==> src/rtl/alu_writeback.sv <==
// rtl/alu_writeback.sv - ALU result writeback stage with 2-entry skid buffer and flag register
module alu_writeback #(
  parameter int DATA_WIDTH = 8,
  parameter int DEST_WIDTH = 2
) (
  input  logic                  clk,
  input  logic                  reset,
  input  logic                  in_valid,
  output logic                  in_ready,
  input  logic [DATA_WIDTH-1:0] in_result,
  input  logic                  in_c,
  input  logic                  in_z,
  input  logic                  in_s,
  input  logic [DEST_WIDTH-1:0] in_dest,
  input  logic                  in_reg_we,
  input  logic                  in_flag_we,
  input  logic                  flags_load,
  input  logic [2:0]            flags_in,
  output logic                  flag_c,
  output logic                  flag_z,
  output logic                  flag_s,
  output logic                  out_valid,
  input  logic                  out_ready,
  output logic [DATA_WIDTH-1:0] out_data,
  output logic [DEST_WIDTH-1:0] out_dest,
  output logic                  out_reg_we
);

  localparam int ENTRY_WIDTH = DATA_WIDTH + DEST_WIDTH + 1;

  typedef enum logic [1:0] {
    EMPTY = 2'd0,
    ONE   = 2'd1,
    FULL  = 2'd2
  } state_t;

  state_t                 state;
  state_t                 state_next;
  logic [ENTRY_WIDTH-1:0] in_entry;
  logic [ENTRY_WIDTH-1:0] out_entry;
  logic [ENTRY_WIDTH-1:0] skid_entry;
  logic                   accept;
  logic                   complete;
  logic [2:0]             flags;

  assign in_entry = {in_reg_we, in_dest, in_result};
  assign accept   = in_valid && in_ready;
  assign complete = out_valid && out_ready;

  always_ff @(posedge clk) begin
    if (reset) begin
      state <= EMPTY;
    end else begin
      state <= state_next;
    end
  end

  always_comb begin
    state_next = state;
    case (state)
      EMPTY: if (accept) state_next = ONE;
      ONE: begin
        if (accept && !complete) begin
          state_next = FULL;
        end else if (!accept && complete) begin
          state_next = EMPTY;
        end
      end
      FULL: if (complete) state_next = ONE;
      default: state_next = EMPTY;
    endcase
  end

  // Handshake outputs decode only the registered state, so in_ready never sees out_ready.
  always_comb begin
    in_ready  = 1'b1;
    out_valid = 1'b0;
    case (state)
      EMPTY: begin
        in_ready  = 1'b1;
        out_valid = 1'b0;
      end
      ONE: begin
        in_ready  = 1'b1;
        out_valid = 1'b1;
      end
      FULL: begin
        in_ready  = 1'b0;
        out_valid = 1'b1;
      end
      default: begin
        in_ready  = 1'b0;
        out_valid = 1'b0;
      end
    endcase
  end

  always_ff @(posedge clk) begin
    if (reset) begin
      out_entry  <= '0;
      skid_entry <= '0;
    end else begin
      if (accept && (state == EMPTY || (state == ONE && complete))) begin
        out_entry <= in_entry;
      end else if (state == FULL && complete) begin
        out_entry <= skid_entry;
      end
      if (accept && state == ONE && !complete) begin
        skid_entry <= in_entry;
      end
    end
  end

  assign {out_reg_we, out_dest, out_data} = out_entry;

  // A flag-writing accept outranks a direct load; nothing touches flags while stalled.
  always_ff @(posedge clk) begin
    if (reset) begin
      flags <= 3'b000;
    end else if (accept && in_flag_we) begin
      flags <= {in_c, in_z, in_s};
    end else if (flags_load && in_ready) begin
      flags <= flags_in;
    end
  end

  assign {flag_c, flag_z, flag_s} = flags;

endmodule

==> config.mk <==
export PLATFORM = sky130hd
export DESIGN_NAME = alu_writeback
export DESIGN_NICKNAME = d
export VERILOG_FILES = /design/src/rtl/alu_writeback.sv
export SDC_FILE = /design/constraint.sdc
export NUM_CORES = 1
export LEC_CHECK = 0
export ABC_CLOCK_PERIOD_IN_PS = 7000
export BUFFER_PORTS_ARGS = -buffer_cell sky130_fd_sc_hd__buf_4
export CELL_PAD_IN_SITES_DETAIL_PLACEMENT = 0
export CELL_PAD_IN_SITES_GLOBAL_PLACEMENT = 1
export CORE_MARGIN = 8
export CORE_UTILIZATION = 30
export DETAILED_ROUTE_END_ITERATION = 8
export PLACE_DENSITY = 0.77
export SETUP_SLACK_MARGIN = 0.05
export SLEW_MARGIN = 5
export SYNTH_ARGS = -nofsm -noshare
export SYNTH_HDL_FRONTEND = slang
export SYNTH_SLANG_ARGS = --single-unit
==> constraint.sdc <==
create_clock -name clk -period 7 [get_ports clk]
set_input_delay 0 -clock clk [delete_from_list [all_inputs] [get_ports clk]]
set_output_delay 0 -clock clk [all_outputs]
set_load 0.03 [all_outputs]
# --- Word level (Yosys, flattened, before mapping) ---
# Cells that the tools add are included.
totals:
  ff_bits: 27
  latchBits: 0
  mem_bits_rw: 0
  romBits: 0
  input_bits: 23
  word_cells: 40
  memories: 0
op_classes:
  n_addsub: 0
  n_mul: 0
  div_mod_pow: 0
  magnitude_cmp: 0
  n_eq_ne: 5
  n_shift: 0
  n_mux: 11
  bitwise_logic: 0
  n_reduce_logical: 20
ops:
  columns: ["operator", "count"]
  rows:
  - ["$mux 11", 2]
  - ["$logic_and 1x1->1", 11]
  - ["$mux 2", 4]
  - ["$mux 3", 2]
  - ["$pmux 2 s3", 1]
  - ["$ne 2x2->1 const B", 2]
  - ["$reduce_bool 2->1", 2]
  - ["$reduce_or 2->1", 2]
  - ["$ne 3x3->1 const B", 1]
  - ["$reduce_and 3->1", 1]
  - ["$eq 2x1->1 const B", 1]
  - ["$eq 2x2->1 const B", 1]
  - ["$logic_not 1->1", 2]
  - ["$logic_not 2->1", 1]
  - ["$mux 1", 2]
  - ["$logic_or 1x1->1", 1]

# --- Logic depth before layout (Yosys ltp) ---
depth:
  depth_word: 9
  ltp_mapped: 9
  depth_no_buf: 8

# --- Worst setup path before layout ---
# Ideal clock, no wire load.
synth_path:
  path_kind: "register to register"
  start: "register state[0]"
  end: "register state[0]"
  setup_ns: 0.070
  arrival_time_ns: 2.261
  required_ns: 6.930
  setup_slack_ns: 4.669
  path_stages_with_launch: 10
  n_path_buf: 1
  synth_period_minus_slack_ns: 2.331
  cell_sequence: "dfxtp_1 inv_1 ha_1 o21ai_0 inv_1 buf_2 ha_1 and2_1 or4_1 a21oi_1"
synth_via:
  elab_chain_cells: 8
  elab_cells_between_ends: 19
  cone_classes: "5 x eq/ne; 4 x mux; 10 x reduce/logical"
synth_lines:
  columns: ["element", "line", "rtl"]
  rows:
  - ["start, declared", "37", "state_t state;"]
  - ["start signal, assigned", "54", "state <= state_next;"]
  - ["$eq 2x1->1, or another cell as far along", "60, 78", null]
  - ["$reduce_or 2->1 (no source line)", null, null]
  - ["$mux 1", "78", "case (state)"]
  - ["$logic_and 1x1->1, on equally long branches", "48, 47", null]
  - ["$logic_not 1->1, on equally long branches", "63, 65", null]
  - ["$logic_and 1x1->1, on equally long branches", "63, 65", null]
  - ["$ne 3x3->1 (no source line) / $mux 2 (equally long branches)", null, null]
  - ["$reduce_and 3->1 (no source line) / $pmux 2 s3 (equally long branches)", null, null]
# Parallel ways exist; a longest one is shown, timed or not.
# A chain may end at the register's enable or synchronous reset.

# --- Worst setup path after layout ---
# Same ends and word-level chain as after synthesis.

==> metrics.csv <==
metric,value,unit
r2r_setup_slack,4.43,ns
htreeDepth,1,
final_nets,218,
synthAdderAreaFrac,5.80,%
leakage,0.000736,uW
track_usage,11.1,%
antenna_left,0,
die_h,81.7,um
whs_path_depth,3,
core-area,4260,um^2
gpl.final_weighted_congestion,0.728,
p_int,321,uW
final_common_cell,buf_4,
num_antenna_cells,0,
rsz0062_at_grt,no,
tns,0,ns
setup_viol,0,
synth-compound-area-share,22.9,%
wl_per_cell,15.1,um
vias,1203,
async_flop_share,0,%
status,finished clean,
min_period,2.57,ns
dpl.hpwl,2.64,mm
die_w,81.7,um
synth-edff-count,0,
drtPass1Iterations,4,
root_buffer,clkbuf_8,
ir_drop,0.113,mV
antenna_found_initial,0,
required,7.21,ns
critical_path_class,register to register,
end_kind,register,
post_cts_buffers,0,
cts_buffers,3,
p_sw,226,uW
io_pins,39,
worst_pin_slew,1.15,ns
ys_seq_elements,27,
synth_top_family_by_area,compound AO/OA/AOI/OAI gates,
drt-initial-drc-count,55,
final_cell_mix,"buf_4 (39), dfxtp_1 (27), mux2i_1 (14), a211oi_1 (14), a21oi_1 (13)",
min_from,in_s,
drv_slew,0,
drive_gt1_share,23.4,%
slew_headroom,22.5,%
finalCritPeriodShare,36.7,%
r2r_end,state[0],
grt_max_degree,28,
io_buffers,38,
post_cts_resized,0,
p_sw_share,41.3,%
synthXorXnorAreaFrac,0,%
drc,0,
grt_pass1_wl,5.97,mm
muxShareOfSynthArea,10.8,%
synth_nets,174,
synth_ff_type,dfxtp_1,
cts_max_path_buffers,2,
cts_num_sinks,27,
wirelength,3.63,mm
reg2reg_from,state[0],
worstPathArrival,2.78,ns
yosys_warnings,0,
syn_area_per_cell,8.92,um^2
pwr-share-comb,47.1,%
max_cap_violations,0,
cp_max_fo,12,
syn-instance-count,145,
grt_overflow,0,
ff2ff_path_depth,9,
area_delta_synth_final,36.1,%
critPathLaunchType,register,
fmax,389,MHz
fin_area,1760,um^2
clk_pin_slew_worst_paths,0.09,ns
clock_latency,0.27,ns
syn_area,1290,um^2
yosys.cell_types.count,27,
hp-class,input port to register,
power-per-cell-area,311,nW/um^2
finClkSkew,0.00426,ns
grt_pass1_vias,1250,
synth_simple_gate_area_share,13.9,%
cts_tree,done,
p_clk_share,16.2,%
ys_seq_area_share,41.8,%
holdPathEnd,flags[0],
row_count,24,
final-hold-violation-count,0,
initial_core_util,30.3,%
post_dp_cell_area,1610,um^2
critical_path.startpoint,state[0],
dieArea,6670,um^2
avgViaCountPerCell,5.01,
pwr-share-seq,36.7,%
## worst max-delay path by stage
| stage | slack (ns) | to |
|---|---|---|
| final | 4.43 | state[0] |
| after floorplan | 4.67 | state[0] |
| after detailed placement | 4.45 | state[1] |
| after CTS | 4.43 | state[1] |
| after global routing | 4.23 | state[1] |
| after global placement | 4.51 | state[0] |
## flip-flops by register name, indices dropped and copies added (netlist names)
name and count:
skid_entry 11, out_entry 11, flags 3, state 2
## per-stage QoR
| step | hold WS, ns | power, uW | std cells | util [%] | setup WS [ns] |
|---|---|---|---|---|---|
| detailed placement | 0.284 | 458 | 225 | 37.6 | 4.45 |
| finish | 0.0149 | 547 | 240 | 41.3 | 4.43 |
| global placement | 0.279 | 456 | 225 | 37.6 | 4.51 |
| global route | 0.0309 | 584 | 240 | 41.3 | 4.23 |
| CTS | 0.0161 | 554 | 240 | 41.3 | 4.43 |
| floorplan | 0.148 | 378 | 145 | - | 4.67 |
## metal layers
| layer | part of all wire, % | track usage [%] |
|---|---|---|
| met1 | 47 | 13.7 |
| met2 | 44 | 18.5 |
| met3 | 9.1 | 4.16 |
| met4 | 0.36 | 1.58 |
| met5 | 0 | 0 |
## timing repair
action	in CTS	in global routing
hold endpoints to repair	11	0
hold buffers	11	0
setup endpoints to repair	0	0
## cells by family after synthesis
logic type | count (synthesis)
compound gates | 48
simple gates | 35
flops | 27
buf+inv | 15
mux | 14
fa+ha+maj | 6
## cell type report
type	instances	area, um^2
clock buffer	4	45.0
fill	452	2500
inverter	4	15.0
multi-input combinational	103	692
sequential	27	541
tap	52	65.1
timing repair buffer	50	403
## synthesized netlist by cell type (2+ instances only)
| library cell | number | area share, % |
|---|---|---|
| a211oi_1 | 14 | 8.1 |
| a21oi_1 | 13 | 5.0 |
| buf_2 | 4 | 1.5 |
| clkbuf_1 | 7 | 2.0 |
| dfxtp_1 | 27 | 42 |
| ha_1 | 6 | 5.8 |
| inv_1 | 4 | 1.2 |
| mux2i_1 | 14 | 11 |
| nand2_1 | 2 | 0.58 |
| nand3_1 | 12 | 4.6 |
| nor2_1 | 3 | 0.87 |
| nor3_1 | 11 | 4.3 |
| o21ai_0 | 12 | 4.6 |
| o31ai_1 | 2 | 1.2 |
| or4_1 | 2 | 1.2 |
## critical path: stages (launching register included)
cell	delay, ns
dfxtp_1	0.41
inv_1	0.08
ha_1	0.28
o21ai_0	0.19
buf_4	0.20
inv_1	0.19
ha_1	0.34
and2_1	0.18
or4_1	0.50
a21oi_1	0.14
## power by group through the flow
stage / Sequential [uW] / Combinational [uW] / Clock, uW
floorplan: 235 / 143 / 0
global placement: 203 / 253 / 0
detailed placement: 204 / 254 / 0
CTS: 200 / 261 / 93.3
global route: 204 / 281 / 98.8
finish: 201 / 258 / 88.6
Power figures use the tool's default switching activity.
